[src/rtl/proj_fm_pkg.sv]
// Shared definitions for the feature-map unpacker: state encoding and
// sizing helpers used by the top level and the lane multiplexer.
package proj_fm_pkg;

  // EMPTY: no wide word held; HOLD: a wide word is being serialized.
  typedef enum logic {
    ST_EMPTY = 1'b0,
    ST_HOLD  = 1'b1
  } fm_state_e;

  // Number of words making up one ping-pong buffer.
  function automatic int fm_frame_words(input int rams, input int entries, input int offset);
    return rams * entries * offset;
  endfunction

  // Index width for a count of n items, never narrower than one bit.
  function automatic int fm_idx_bits(input int n);
    return (n > 1) ? $clog2(n) : 1;
  endfunction

endpackage

[src/rtl/proj_fm_lane_mux.sv]
// Combinational lane selector: picks one DATA_BITS lane out of a packed
// wide word. Lane 0 sits in the least significant bits.
module proj_fm_lane_mux
  import proj_fm_pkg::*;
#(
  parameter int DATA_BITS            = 8,
  parameter int READ_ADDRESSES_COUNT = 4,
  parameter int SEL_BITS             = fm_idx_bits(READ_ADDRESSES_COUNT)
) (
  input  logic [READ_ADDRESSES_COUNT*DATA_BITS-1:0] word,
  input  logic [SEL_BITS-1:0]                       sel,
  output logic [DATA_BITS-1:0]                      data
);

  logic [DATA_BITS-1:0] lanes [READ_ADDRESSES_COUNT];

  for (genvar gi = 0; gi < READ_ADDRESSES_COUNT; gi++) begin : g_lane
    assign lanes[gi] = word[gi*DATA_BITS +: DATA_BITS];
  end

  // Compare-and-select so a select value past the last lane yields zero
  // instead of an out-of-range array read.
  always_comb begin
    data = '0;
    for (int i = 0; i < READ_ADDRESSES_COUNT; i++) begin
      if (sel == SEL_BITS'(i)) data = lanes[i];
    end
  end

endmodule

[src/rtl/proj_fm_unpack.sv]
// Feature-map unpacker: accepts wide words of READ_ADDRESSES_COUNT packed
// lanes and serializes them one lane per output handshake, tagging the last
// word of each buffer and cycling a ping-pong buffer index.
// Optional feature: define PROJ_FM_UNPACK_FRAME_CNT_EN to add a saturating
// 16-bit frame counter output (out_frame_cnt).
module proj_fm_unpack
  import proj_fm_pkg::*;
#(
  parameter int DATA_BITS            = 8,
  parameter int READ_ADDRESSES_COUNT = 4,
  parameter int RAMS                 = 2,
  parameter int ENTRIES              = 2,
  parameter int OFFSET               = 2,
  parameter int BUFFER_COUNT         = 2
) (
  input  logic                                      in_clk,
  input  logic                                      in_rst_n,
  input  logic                                      in_valid,
  output logic                                      in_ready,
  input  logic [READ_ADDRESSES_COUNT*DATA_BITS-1:0] in_rdata,
  output logic                                      out_valid,
  input  logic                                      out_ready,
  output logic [DATA_BITS-1:0]                      out_data,
  output logic                                      out_last,
  output logic [fm_idx_bits(BUFFER_COUNT)-1:0]      out_buf_idx
`ifdef PROJ_FM_UNPACK_FRAME_CNT_EN
  ,
  output logic [15:0]                               out_frame_cnt
`endif
);

  localparam int FRAME_WORDS = fm_frame_words(RAMS, ENTRIES, OFFSET);
  localparam int LANE_BITS   = fm_idx_bits(READ_ADDRESSES_COUNT);
  localparam int CNT_BITS    = fm_idx_bits(FRAME_WORDS);
  localparam int BUF_BITS    = fm_idx_bits(BUFFER_COUNT);

  localparam logic [LANE_BITS-1:0] LANE_LAST = LANE_BITS'(READ_ADDRESSES_COUNT - 1);
  localparam logic [CNT_BITS-1:0]  CNT_LAST  = CNT_BITS'(FRAME_WORDS - 1);
  localparam logic [BUF_BITS-1:0]  BUF_LAST  = BUF_BITS'(BUFFER_COUNT - 1);

  // A buffer must hold a whole number of wide words.
  if (READ_ADDRESSES_COUNT < 1 || (FRAME_WORDS % READ_ADDRESSES_COUNT) != 0) begin : g_bad_cfg
    $error("proj_fm_unpack: FRAME_WORDS must be a multiple of READ_ADDRESSES_COUNT");
  end

  fm_state_e                                 state_reg, state_next;
  logic [LANE_BITS-1:0]                      lane_reg, lane_next;
  logic [READ_ADDRESSES_COUNT*DATA_BITS-1:0] word_reg;
  logic [CNT_BITS-1:0]                       word_cnt_reg;
  logic [BUF_BITS-1:0]                       buf_idx_reg;
  logic                                      load;
  logic                                      in_hs;
  logic                                      out_hs;
  logic                                      lane_is_last;

  assign lane_is_last = (lane_reg == LANE_LAST);

  // Upstream is accepted when idle, or when the final lane leaves this cycle
  // so the next word follows without a bubble. Forced low while in reset.
  assign in_ready  = in_rst_n && ((state_reg == ST_EMPTY) ||
                                  (lane_is_last && out_ready));
  assign out_valid = (state_reg == ST_HOLD);
  assign out_last  = out_valid && (word_cnt_reg == CNT_LAST);
  assign in_hs     = in_valid && in_ready;
  assign out_hs    = out_valid && out_ready;
  assign out_buf_idx = buf_idx_reg;

  // Output lane comes from the registered word only: no in_rdata->out_data path.
  proj_fm_lane_mux #(
    .DATA_BITS            (DATA_BITS),
    .READ_ADDRESSES_COUNT (READ_ADDRESSES_COUNT),
    .SEL_BITS             (LANE_BITS)
  ) u_lane_mux (
    .word (word_reg),
    .sel  (lane_reg),
    .data (out_data)
  );

  // Next-state, lane advance and word-load decision.
  always_comb begin
    state_next = state_reg;
    lane_next  = lane_reg;
    load       = 1'b0;
    case (state_reg)
      ST_EMPTY: begin
        if (in_hs) begin
          state_next = ST_HOLD;
          lane_next  = '0;
          load       = 1'b1;
        end
      end
      ST_HOLD: begin
        if (out_hs) begin
          if (!lane_is_last) begin
            lane_next = lane_reg + 1'b1;
          end else if (in_hs) begin
            lane_next = '0;
            load      = 1'b1;
          end else begin
            state_next = ST_EMPTY;
            lane_next  = '0;
          end
        end
      end
      default: begin
        state_next = ST_EMPTY;
        lane_next  = '0;
      end
    endcase
  end

  // State, lane pointer and held wide word.
  always_ff @(posedge in_clk or negedge in_rst_n) begin
    if (!in_rst_n) begin
      state_reg <= ST_EMPTY;
      lane_reg  <= '0;
      word_reg  <= '0;
    end else begin
      state_reg <= state_next;
      lane_reg  <= lane_next;
      if (load) word_reg <= in_rdata;
    end
  end

  // Word position inside the buffer and ping-pong buffer index.
  always_ff @(posedge in_clk or negedge in_rst_n) begin
    if (!in_rst_n) begin
      word_cnt_reg <= '0;
      buf_idx_reg  <= '0;
    end else if (out_hs) begin
      word_cnt_reg <= (word_cnt_reg == CNT_LAST) ? '0 : word_cnt_reg + 1'b1;
      if (out_last) begin
        buf_idx_reg <= (buf_idx_reg == BUF_LAST) ? '0 : buf_idx_reg + 1'b1;
      end
    end
  end

`ifdef PROJ_FM_UNPACK_FRAME_CNT_EN
  logic [15:0] frame_cnt_reg;

  // Completed buffers, saturating rather than wrapping.
  always_ff @(posedge in_clk or negedge in_rst_n) begin
    if (!in_rst_n) begin
      frame_cnt_reg <= '0;
    end else if (out_hs && out_last && (frame_cnt_reg != 16'hFFFF)) begin
      frame_cnt_reg <= frame_cnt_reg + 16'd1;
    end
  end

  assign out_frame_cnt = frame_cnt_reg;
`endif

endmodule

[config.mk]
export PLATFORM = sky130hd
export DESIGN_NAME = proj_fm_unpack
export DESIGN_NICKNAME = d
export VERILOG_FILES = /design/src/rtl/proj_fm_pkg.sv /design/src/rtl/proj_fm_lane_mux.sv /design/src/rtl/proj_fm_unpack.sv
export SDC_FILE = /design/constraint.sdc
export NUM_CORES = 1
export LEC_CHECK = 0
export CORE_MARGIN = 2
export CORE_UTILIZATION = 51
export CTS_CLUSTER_DIAMETER = 80
export DETAILED_ROUTE_END_ITERATION = 12
export PLACE_DENSITY = 0.84
export SYNTH_ARGS = -nofsm -noshare
export SYNTH_HDL_FRONTEND = slang
export SYNTH_SLANG_ARGS = --single-unit
[constraint.sdc]
create_clock -name in_clk -period 4.4 [get_ports in_clk]
set_clock_uncertainty 0.15 [all_clocks]
set_input_delay 1.32 -clock in_clk [delete_from_list [all_inputs] [get_ports in_clk]]
set_output_delay 1.32 -clock in_clk [all_outputs]
set_load 0.01 [all_outputs]
**Word-level counts from Yosys, hierarchy flattened**

Index checks and enable logic that the tools add are counted.

- Bits in writable memories: 0
- Bits in latches: 0
- Input port bits: 36
- Memories kept: 0
- ROM bits: 0
- Logic and storage cells: 41
- Flip-flop bits (word level): 39
- Output and inout port bits: 12

- Divide/modulo/power cells: 0
- Order comparisons: 0
- Multipliers: 0
- Bitwise gates (word level): 1
- Mux-type cells: 17
- Equality and inequality tests: 6
- Shifts and indexed selects: 0
- Reduce and logical (&&, ||, !) cells: 9
- $add $sub $neg: 3

Operators by type and width:

| operator | number |
|---|---|
| 8-bit two-way mux | 4 |
| 1-bit two-way mux | 6 |
| 2-bit two-way mux | 3 |
| 1-bit logical AND | 5 |
| 2-bit equality test (second input constant) | 2 |
| 1-bit case mux with 2 select lines | 2 |
| 2-bit case mux with 2 select lines | 1 |
| 2-bit AND reduction | 2 |
| 3-bit by 1-bit adder with 3-bit output (second input constant) | 1 |
| 3-bit equality test (second input constant) | 1 |
| 3-bit two-way mux | 1 |
| 2-bit by 1-bit adder with 2-bit output (second input constant) | 1 |
| 2-bit by 1-bit equality test with 1-bit output (second input constant) | 1 |
| 2-bit logical NOT | 1 |
| 2-bit by 1-bit inequality test with 1-bit output (second input constant) | 1 |
| 2-bit inequality test (second input constant) | 1 |
| 1-bit adder (second input constant) | 1 |
| 1-bit logical OR | 1 |
| 1-bit inverter | 1 |

**Longest topological paths before layout**

Gate-level depths: netlist (run 1).

- Depth after elaboration: 9
- Mapped depth: 7
- Mapped depth without buffers: 5

**Modules after synthesis**

Synthesis (run 1) repeated with hierarchy kept, for this count alone.

- Cell total of the unflattened synthesis: 112
- Area, all modules: 1,754.2 µm²

Modules (own cells, without submodules):

| module | seq. area each (µm²) | instances | area each (µm²) | cells an instance |
|---|---|---|---|---|
| proj_fm_unpack | 975.9 | 1 | 1,557.7 | 102 |
| proj_fm_lane_mux | 0.0 | 1 | 196.4 | 10 |

**Worst setup path after synthesis (run 1)**

Ideal clock, no wire load.

- Path kind: in2out
- From: input port out_ready
- To: output port in_ready
- Stages: 3
- Slack: 1.249 ns
- Data required time: 2.930 ns
- Buffers on the path: 0
- Data arrival time: 1.681 ns
- Cells stage by stage: nand2_1 nand2_1 and2_1

- Longest elaborated chain between the ends: 3

Ends and longest elaborated chain:

| what | line | text |
|---|---|---|
| start, declared | proj_fm_unpack.sv:22 | `input logic out_ready,` |
| 1-bit logical AND | proj_fm_unpack.sv:61 | `(lane_is_last && out_ready));` |
| 1-bit logical OR | proj_fm_unpack.sv:60 | `assign in_ready = in_rst_n && ((state_reg == ST_EMPTY) \|\|` |
| 1-bit logical AND | proj_fm_unpack.sv:60 |  |
| end, declared | proj_fm_unpack.sv:19 | `output logic in_ready,` |

Every way passes these cells.

**Worst setup path in the final report (run 1)**

Ends and elaborated chain as after synthesis.

==> summary.md, run 1 <==
| Metric | Value |
|---|---|
| Final Hold Fails | 0 |
| Final Non-Filler Cells | 234 |
| Largest register FFs | 32 |
| Setup tns final | 0 ns |
| Leak | 1.00 nW |
| Final WL | 3540 µm |
| Final number of setup-violating endpoints | 0 |
| Post-synth top area cell | dfrtp_1 |
| Post-synth cell types | 26 |
| Hold Path End | word_reg[22] |
| Delay-heaviest family, CP | buffers and inverters |
| Synth warnings | 0 |
| Worst r2r src | lane_reg[0] |
| CTS Buf Count | 5 |
| # clock sinks | 39 |
| Commonest register cell after synthesis | dfrtp_1 |
| Comb power frac | 0.445 |
| Pins Over Slew Limit | 0 |
| Clk Latency, worst-skew pair | 0.34 ns |
| Sequential share of the synthesized area | 0.547 |
| Sw Share | 0.321 |
| Register share of total power | 0.384 |
| Post-DP HPWL | 2650 µm |
| Input/output buffers | 47 |
| Die W | 63.1 µm |
| Vias | 1269 |
| Adder-Cell Fraction of Synth Area | 0.0421 |
| Psw | 0.545 mW |
| Mapped cell area | 1780 µm² |
| Diode count | 0 |
| Slew at the pin with the worst max-slew slack | 0.489 ns |
| Seq cells post-synth | 39 |
| Crit path launch type | input port |
| Worst-path clk slew | 0.10 ns |
| Commonest cells in the netlist | dfrtp_1, mux2_2, nand2_1 |
| Die ar. | 3990 µm² |
| Post-cts sizing count | 0 |
| Fill count | 251 |
| Synthesized instance count | 137 |
| Min-Delay Path Class | reg -> reg |
| Count leader, synth | dfrtp_1 |
| Final Critical Period | 4.15 ns |
| CP max stage delay | 0.52 ns |
| Simple-Gate Fraction of Synth Area | 0.0505 |
| Register area | 976 µm² |
| Io pins | 48 |
| Critical R2R Capture | word_reg[2] |
| Hold buffer count at cts | 0 |
| P_int | 1.15 mW |
| Power density cells | 712 nW/µm² |
| Initial antenna violation count | 0 |
| Avg Inst Size Synth | 13.0 µm² |
| Layout cell share with drive strength beyond 1 | 0.239 |
| Final net count | 229 |
| Net Count, Synth | 179 |
| Crit path buf inv count | 2 |
| Clock power frac | 0.171 |
| Routability congestion estimate | 0.825 |
| Root Buffer | clkbuf_4 |
| Mux cell area share after synthesis | 0.215 |
| CP max FO | 2 |
| Via density | 5.42 |
| Area Overhead vs Synth | 33.5% |
| Die height | 63.1 µm |
| Worst-path cell chain | clkdlybuf4s50_1 > nand2_1 > nand2_1 > and2_1 > clkdlybuf4s50_1 |
| Post-route DRC | 0 |
| First-pass GRT wire length | 5930 µm |
| Tot GR Track Use | 0.194 |
| CTS tree | done |
| Outcome | finished, final reports clean |
| Post-route ant nets | 0 |
| Largest family of logic cells by synthesized area | multiplexers |
| Post-placement cell count | 226 |
| Htree depth | 2 |
| Core area | 3340 µm² |
| Synth top area cells | dfrtp_1, mux2_2, ha_1 |
| Router iterations before antenna repair | 4 |
| Max-cap viol count | 0 |
| Yosys top cell area share | 0.547 |
| Starting Density | 0.535 |
| Number of synthesized flops with an enable pin | 0 |
| Worst IR drop on VDD | 0.000324 V |
| Post CTS Setup Buffer Count | 0 |
| Vias in the first global route | 1307 |
| Number of DRC markers in iteration 0 | 27 |
| Post-synthesis async set-or-reset flop share | 1.00 |
| Maximum clock rate | 0.241 GHz |
| Slowest stage cell, crit path | clkdlybuf4s50_1 |
| HP Start | word_reg[22] |
| CTS max path bufs | 2 |
| Overflow after GRT | 0 |
| Largest net degree at the start of global routing | 41 |
| WP data arrival | 2.68 ns |
| Slew headroom | 0.673 |
| Setup Crit Path Kind | in -> out |
| Crit end category | output port |
| Crit share post-route | 0.944 |
| RSZ-0062 raised after global routing | no |
| Internal reg-to-reg setup slack | 2.35 ns |
| Synth Area in XOR/XNOR | 0.00982 |
| Complex-gate fraction of the synthesized area | 0.102 |
| Reg2reg path depth | 5 |
| Area of the multi-input gates | 747 µm² |
| Worst Path Required | 2.93 ns |
| Hold path depth | 1 |
| Row count | 21 |
| Wire per inst | 15.1 µm |
==> worst max path at each step <==
| stage | from | endpoint | cells past startpoint |
|---|---|---|---|
| floorplan | out_ready | in_ready | 3 |
| global placement | out_ready | in_ready | 5 |
| detailed placement | out_ready | in_ready | 5 |
| CTS | out_ready | in_ready | 5 |
| global route | out_ready | in_ready | 5 |
| finish | out_ready | in_ready | 5 |
==> power groups by stage <==
stage | logic [mW] | registers, mW | clock network, mW
after floorplan | 0.470 | 0.621 | 0
after global placement | 0.734 | 0.646 | 0
after detailed placement | 0.761 | 0.658 | 0
after CTS | 0.766 | 0.652 | 0.296
after global routing | 0.822 | 0.677 | 0.311
final | 0.754 | 0.652 | 0.290
==> kinds of logic (layout without fill, tap and decap cells) <==
kind of cell,count (synthesis),count (layout)
DFF,39,39
adders and majority gates,6,6
buffers and inverters,10,61
xor gates and xnor gates,2,2
AOI/OAI and AO/OA,28,28
and+or+nand+nor,18,18
muxes,34,34
==> per-stage QoR <==
step / worst slack (ns) / area (µm²) / hold slack (ns) / power (mW) / utilization
3_3_place_gp: 0.295 / 2280 / 0.310 / 1.38 / 0.683
4_1_cts: 0.247 / 2380 / 0.343 / 1.71 / 0.714
6_report: 0.248 / 2380 / 0.344 / 1.70 / 0.714
3_5_place_dp: 0.247 / 2280 / 0.318 / 1.42 / 0.683
2_1_floorplan: 1.25 / 1780 / 0.299 / 1.09 / -
5_1_grt: 0.189 / 2380 / 0.362 / 1.81 / 0.714
==> layout make-up <==
cell class,instances,area share
sequential,39,0.410
multi-input combinational,88,0.314
timing repair buffer,50,0.205
clock inverter,2,0.0252
tap,46,0.0242
clock buffer,6,0.0173
inverter,3,0.00473
==> cells in the final DEF, fill, tap and decap left out, types with 2 or more instances in the layout <==
| master | instances |
|---|---|
| inv_1 | 3 |
| o22ai_1 | 7 |
| dfrtp_1 | 39 |
| bufinv_16 | 2 |
| a22oi_1 | 7 |
| ha_1 | 6 |
| buf_4 | 3 |
| clkbuf_4 | 5 |
| o21ai_0 | 4 |
| a21oi_1 | 7 |
| clkdlybuf4s50_1 | 46 |
| nand2_1 | 8 |
| nand3_1 | 2 |
| mux2_2 | 32 |
| and2_1 | 2 |
| mux2_1 | 2 |
==> per-layer routing <==
| layer | up-vias | GRT usage | part of all wire |
|---|---|---|---|
| li1 | 598 | - | - |
| met2 | 34 | 0.332 | 0.52 |
| met5 | - | 0 | 0 |
| met3 | 9 | 0.0661 | 0.057 |
| met1 | 628 | 0.226 | 0.41 |
| met4 | 0 | 0.0667 | 0.017 |
Power figures use the tool's default switching activity.
==> run 2: changes to the inputs <==
--- a/config.mk
+++ b/config.mk
@@ -10,6 +10,8 @@
 export CTS_CLUSTER_DIAMETER = 80
 export DETAILED_ROUTE_END_ITERATION = 12
 export PLACE_DENSITY = 0.84
+export SKIP_CTS_REPAIR_TIMING = 1
+export SLEW_MARGIN = 5
 export SYNTH_ARGS = -nofsm -noshare
 export SYNTH_HDL_FRONTEND = slang
 export SYNTH_SLANG_ARGS = --single-unit
==> results of run 2 <==
Final layout, timing and power as in run 1 (identical DEF).
==> run 3: changes to the inputs <==
==> constraint.sdc (replaced) <==
create_clock -name in_clk -period 4.4 [get_ports in_clk]
set_clock_uncertainty 0.15 [all_clocks]
set_input_delay 1.32 -clock in_clk [delete_from_list [all_inputs] [get_ports in_clk]]
set_output_delay 1.32 -clock in_clk [all_outputs]
set_load 0.1 [all_outputs]
==> summary.md, run 3 (synthesis results as in run 1) <==
| Metric | Value |
|---|---|
| Outcome | finished, final reports clean (unchanged) |
| Maximum clock rate | 0.251 GHz (was 0.241 GHz) |
| Htree depth | 2 (unchanged) |
| Slew at the pin with the worst max-slew slack | 0.967 ns (was 0.489 ns) |
| Via density | 5.31 (was 5.42) |
| Core area | 3340 µm² (unchanged) |
| Setup tns final | 0 ns (unchanged) |
| Layout cell share with drive strength beyond 1 | 0.285 (was 0.239) |
| CP max FO | 5 (was 2) |
| Die W | 63.1 µm (unchanged) |
| Clk Latency, worst-skew pair | 0.33 ns (was 0.34 ns) |
| Crit path launch type | input port (unchanged) |
| Initial antenna violation count | 0 (unchanged) |
| Post-DP HPWL | 2710 µm (was 2650 µm) |
| Overflow after GRT | 0 (unchanged) |
| Vias | 1233 (was 1269) |
| Pins Over Slew Limit | 0 (unchanged) |
| Post-route DRC | 0 (unchanged) |
| Diode count | 0 (unchanged) |
| Final Hold Fails | 0 (unchanged) |
| Worst-path clk slew | 0.10 ns (about the same) |
| Final number of setup-violating endpoints | 0 (unchanged) |
| Most common cell after layout, fill and taps aside | dfrtp_1 (was clkdlybuf4s50_1) |
| Die height | 63.1 µm (unchanged) |
| Final Critical Period | 3.98 ns (was 4.15 ns) |
| Row count | 21 (unchanged) |
| Max-cap viol count | 0 (unchanged) |
| Min-Delay Path Class | reg -> reg (unchanged) |
| CTS max path bufs | 2 (unchanged) |
| Register area | 976 µm² (unchanged) |
| Largest register FFs | 32 (unchanged) |
| Fill count | 245 (was 251) |
| Final net count | 228 (was 229) |
| Router iterations before antenna repair | 4 (unchanged) |
| Starting Density | 0.535 (unchanged) |
| WP data arrival | 2.51 ns (was 2.68 ns) |
| Root Buffer | clkbuf_4 (unchanged) |
| Wire per inst | 15.5 µm (was 15.1 µm) |
| Crit share post-route | 0.905 (was 0.944) |
| # clock sinks | 39 (unchanged) |
| RSZ-0062 raised after global routing | no (unchanged) |
| Die ar. | 3990 µm² (unchanged) |
| Area of the multi-input gates | 747 µm² (unchanged) |
| Largest net degree at the start of global routing | 41 (unchanged) |
| Worst Path Required | 2.93 ns (about the same) |
| Routability congestion estimate | 0.851 (was 0.825) |
| Io pins | 48 (unchanged) |
| Number of DRC markers in iteration 0 | 41 (was 27) |
| Crit end category | output port (unchanged) |
| Slew headroom | 0.353 (was 0.673) |
| Vias in the first global route | 1329 (was 1307) |
| Tot GR Track Use | 0.197 (was 0.194) |
| Post-route ant nets | 0 (unchanged) |
| Final WL | 3590 µm (was 3540 µm) |
| Area Overhead vs Synth | 30.6% (was 33.5%) |
| Input/output buffers | 47 (unchanged) |
| CTS Buf Count | 5 (unchanged) |
| Setup Crit Path Kind | in -> out (unchanged) |
| Most frequent cells in the layout | dfrtp_1, clkdlybuf4s50_1, mux2_2 (was clkdlybuf4s50_1, dfrtp_1, mux2_2) |
| CTS tree | done (unchanged) |
| First-pass GRT wire length | 6020 µm (was 5930 µm) |
[run 3: cell count changes in the layout (fill, tap and decap cells not counted)]
cell and delta:
clkdlybuf4s50_1 -10, buf_12 +1, bufinv_16 -1, buf_4 +8
[run 3: path summary, 6_finish.rpt]
| kind | from | endpoint | slack [ns] | cells after the start |
|---|---|---|---|---|
| min in group asynchronous | in_rst_n | word_reg[31] | 0.88 | 2 |
| worst max-delay path | out_ready | in_ready | 0.42 | 5 |
| worst min-delay path | out_buf_idx | out_buf_idx | 0.34 | 1 |
| worst min register to register | out_buf_idx | out_buf_idx | 0.34 | 1 |
| worst max register to register | lane_reg[0] | word_reg[10] | 2.32 | 5 |
| max in group asynchronous | in_rst_n | word_reg[14] | 2.88 | 2 |
[run 3: stage by stage]
stage / instance area [µm²] / util / hold WS (ns) / cells / setup WS, ns
6_report: 2330 / 0.699 / 0.340 / 232 / 0.418
5_1_grt: 2330 / 0.699 / 0.360 / 232 / 0.330
4_1_cts: 2330 / 0.699 / 0.343 / 232 / 0.419
3_5_place_dp: 2260 / 0.677 / 0.318 / 225 / 0.419
3_3_place_gp: 2260 / 0.677 / 0.313 / 225 / 0.490
2_1_floorplan: 1780 / - / 0.299 / 137 / 0.229
[run 3: worst max-delay path, stage by stage]
cell	delay, ns
clkdlybuf4s50_1	0.56
nand2_1	0.15
nand2_1	0.12
and2_1	0.18
buf_12	0.18
[run 3: area by class of cell]
type,count,share of cell area
multi-input combinational,88,0.320
inverter,3,0.00483
clock buffer,6,0.0177
timing repair buffer,49,0.201
sequential,39,0.419
tap,46,0.0247
clock inverter,1,0.0129
[run 3: per-layer routing]
metal | up-vias | global-route usage | wire (µm)
met2 | 38 | 0.338 | 1790
li1 | 591 | - | -
met3 | 8 | 0.0607 | 173
met1 | 596 | 0.231 | 1570
met5 | - | 0 | 0
met4 | 0 | 0.0778 | 64
Power of run 3 is not shown: default switching activity piles up to over one toggle a cycle in this logic, so the estimate is an artifact.
==> variant 1: new RTL, settings of run 3 <==
`ENTRIES`: 2 -> 4.
--- a/src/rtl/proj_fm_unpack.sv
+++ b/src/rtl/proj_fm_unpack.sv
@@ -9,7 +9,7 @@
   parameter int DATA_BITS            = 8,
   parameter int READ_ADDRESSES_COUNT = 4,
   parameter int RAMS                 = 2,
-  parameter int ENTRIES              = 2,
+  parameter int ENTRIES              = 4,
   parameter int OFFSET               = 2,
   parameter int BUFFER_COUNT         = 2
 ) (
Formal check against the unedited RTL: not equivalent (a bounded check fails within 10 cycles, from zero or initial values and one cycle with in_rst_n low).
==> variant 1 against run 3 <==
- final cell count grew 6.0%
- routed wire length grew 16%
- non-clock buffer count grew 1
- sequential cell count grew 1
- design area grew 13%
- first-iteration DRC count grew 7.3%
- area after synthesis grew 12%
- worst setup slack gained 0.0089 ns
- utilization grew 0.79 points
- via count grew 6.7%
- critical path type unchanged
- critical endpoint unchanged
Power is not shown: default switching activity piles up to over one toggle a cycle in this logic, so the estimate is an artifact.
==> variant 1: results <==
metrics = {
    "synth": {
        "yosys-top-cells-count": "dfrtp_1 (40), mux2_4 (30), nand2_1 (11), o31ai_1 (9)",
        "synth_cell_type_count": 26,
        "yosys_warnings": 0,
        "synth-xor-area-share_pct": 0.880,
        "synth_mux_area_share_pct": 24.3,
        "synthAdderAreaFrac_pct": 3.14,
        "seq_area_frac_synth_pct": 50.3,
        "syn_nets": 188,
        "synth-compound-area-share_pct": 10.4,
        "postSynth.asyncResetShare_pct": 100,
        "synthTopCellsByArea": "dfrtp_1 (50%), mux2_4 (23%), o31ai_1 (3.4%)",
    },
    "cts": {
        "numCtsBuffers": 5,
        "cts_root_buf": "clkbuf_8",
        "clkLatencyLatePin_ns": 0.29,
        "clkSlewWorstSetupHoldPaths_ns": 0.07,
        "cts_buffer_depth": 2,
        "cts.htree.levels": 2,
    },
    "critical_path": {
        "rrSetupSlack_ns": 1.99,
        "reg2regPathDepth": 5,
        "cp_data_arrival_time_ns": 2.50,
        "critPathMaxFanout": 5,
        "crit_start": "out_ready",
        "rr_startpoint": "lane_reg[0]$_DFFE_PN0P_",
    },
    "min_path": {
        "hold_path.class": "flop to flop",
        "hold_path_startpoint": "out_buf_idx$_DFFE_PN0P_",
        "hold_depth": 1,
    },
    "final_layout": {
        "largest_reg_flops": 32,
        "fill_cells": 260,
        "nets": 238,
        "n_antenna_cell": 0,
        "drive_above_1_share_pct": 32.3,
    },
    "sta": {
        "tightest_slew_ns": 0.966,
        "hold_ws_ns": 0.323,
    },
    "grt": {
        "grt_pass1_vias": 1421,
        "grt_max_degree": 42,
        "grt_usage_pct": 20.8,
        "antenna_found_initial": 0,
        "grt_pass1_wl_um": 6770,
    },
    "drt": {
        "dr.pass1.iters": 4,
        "drtIter0Drc": 44,
        "routedWlPerCell_um": 17.0,
        "detailroute.via_count": 1316,
    },
    "placed_design": {
        "dp_hpwl_um": 2970,
        "numPortBuffers": 47,
        "gp_congestion": 0.771,
    },
    "status": {
        "status": "finished clean",
    },
}
==> variant 1: cell families after synthesis <==
logic type               after synthesis
flip-flops                            40
multiplexers                          33
AND/OR/NAND/NOR                       29
AO/OA/AOI/OAI                         27
buffers and inverters                 11
adder cells (fa/ha/maj)                5
XOR/XNOR                               2
==> variant 1: cell type report <==
| class | instances | share of cell area [%] |
|---|---|---|
| tap | 48 | 2.29 |
| inverter | 4 | 0.572 |
| clock buffer | 5 | 2.62 |
| clock inverter | 3 | 1.76 |
| multi-input combinational | 96 | 36.5 |
| timing repair buffer | 50 | 18.1 |
| sequential | 40 | 38.1 |
==> variant 1: per-layer routing <==
metal	GRT usage [%]	routed length, um	vias up
met5	0	0	-
met4	9.44	110	0
met3	5.24	201	11
met2	34.9	2060	41
met1	25.1	1800	638
li1	-	-	626
==> variant 1: metrics by stage <==
| step | utilization (%) | worst slack (ns) | cell area, um^2 | cells |
|---|---|---|---|---|
| 2_1_floorplan | - | 0.388 | 2030 | 147 |
| 3_5_place_dp | 67.5 | 0.436 | 2510 | 238 |
| 5_1_grt | 70.6 | 0.401 | 2630 | 246 |
| 4_1_cts | 70.6 | 0.432 | 2630 | 246 |
| 3_3_place_gp | 67.5 | 0.463 | 2510 | 238 |
| 6_report | 70.6 | 0.427 | 2630 | 246 |
==> variant 1: worst max-delay path, cell delays in order <==
cell and delay [ns]:
clkdlybuf4s50_1 0.53, a21boi_4 0.25, and2b_1 0.23, buf_12 0.17
==> variant 1: worst paths after layout <==
path                                            end
setup / recovery                           in_ready
hold / removal              out_buf_idx$_DFFE_PN0P_
setup reg to reg           word_reg[16]$_DFFE_PN0P_
hold reg to reg             out_buf_idx$_DFFE_PN0P_
max in group asynchronous   word_reg[9]$_DFFE_PN0P_
min in group asynchronous  word_reg[11]$_DFFE_PN0P_
==> variant 2: new RTL, config.mk and constraints of run 3 <==
Made on the original files. Build with the macro `PROJ_FM_UNPACK_FRAME_CNT_EN` defined.
--- a/src/rtl/proj_fm_unpack.sv
+++ b/src/rtl/proj_fm_unpack.sv
@@ -3,6 +3,8 @@
 // word of each buffer and cycling a ping-pong buffer index.
 // Optional feature: define PROJ_FM_UNPACK_FRAME_CNT_EN to add a saturating
 // 16-bit frame counter output (out_frame_cnt).
+`define PROJ_FM_UNPACK_FRAME_CNT_EN
+
 module proj_fm_unpack
   import proj_fm_pkg::*;
 #(
Formal check against the unedited RTL (old outputs only; new: out_frame_cnt): equivalent (equiv_simple and equiv_induct, registers matched by name and starting in step).
==> variant 2 against run 3 <==
- area after synthesis up 48%
- highest routed layer unchanged
- count of clock-buffer cells in the layout down 1
- worst setup slack gained 0.069 ns
- routed wire length increased by 53%
- synthesized cell count up 56%
- register-to-register slack lost 0.39 ns
- global-route usage is 0.23 points higher
- sequential cell count up 16
- largest cell class unchanged
- design area up 48%
==> variant 2: results <==
metrics = {
    "drt": {
        "detailroute.via_count": 1912,
        "wl_um": 5510,
    },
    "critical_path": {
        "cp_data_arrival_time_ns": 2.44,
        "critPathMaxFanout": 5,
        "rrSetupSlack_ns": 1.93,
        "critPathMaxStageDelay_ns": 0.49,
        "r2r_end": "lane_reg[0]$_DFFE_PN0P_",
    },
    "synth": {
        "synth_mux_area_share_pct": 15.6,
        "synth_cell_type_count": 37,
        "syn_area_per_cell_um2": 12.4,
        "syn_nets": 257,
        "synth-xor-area-share_pct": 4.30,
        "yosys-top-cells-count": "dfrtp_1 (55), mux2_2 (34), nand2_1 (18), xnor2_1 (11)",
        "synthTopCellsByArea": "dfrtp_1 (52%), mux2_2 (14%), xnor2_1 (3.6%)",
    },
    "final_layout": {
        "nets": 322,
        "drive_above_1_share_pct": 25.7,
        "fin_cells": 350,
        "seqCellArea_um2": 1380,
    },
    "grt": {
        "grt_usage_pct": 20.0,
        "grt_pass1_wl_um": 9100,
        "grt_max_degree": 57,
    },
    "placed_design": {
        "dp_hpwl_um": 3950,
        "numPortBuffers": 63,
        "gp_congestion": 0.835,
        "place_area_um2": 3360,
    },
    "sta": {
        "hold_ws_ns": 0.361,
        "finalSetupViolations": 0,
        "max-slew-margin-rel_pct": 34.8,
    },
    "status": {
        "status": "finished clean",
    },
    "cts": {
        "clkLatencyLatePin_ns": 0.31,
    },
}
==> variant 2: metal layers <==
layer | track usage [%] | wire length, um
met1 | 26.9 | 2490
met2 | 32.5 | 2640
met3 | 5.21 | 318
met4 | 5.45 | 59
met5 | 0 | 0
==> variant 2: cell type report <==
cell class	instances	share of cell area, %
sequential	55	39.9
clock buffer	5	1.99
inverter	4	0.435
multi-input combinational	148	36.2
tap	70	2.54
timing repair buffer	65	18.2
clock inverter	3	0.725
==> variant 2: stage by stage <==
step,setup WS (ns),power (uW)
floorplan,0.325,2020
global placement,0.507,2330
detailed placement,0.481,2370
CTS,0.482,2650
global route,0.347,2750
finish,0.487,2630
==> variant 2: worst register-to-register path, stage by stage, from the launching register on <==
cell,delay [ns]
dfrtp_1,0.45
ha_1,0.75
a21bo_2,0.28
nand3_2,0.07
buf_4,0.30
o211ai_1,0.23
o31ai_1,0.10
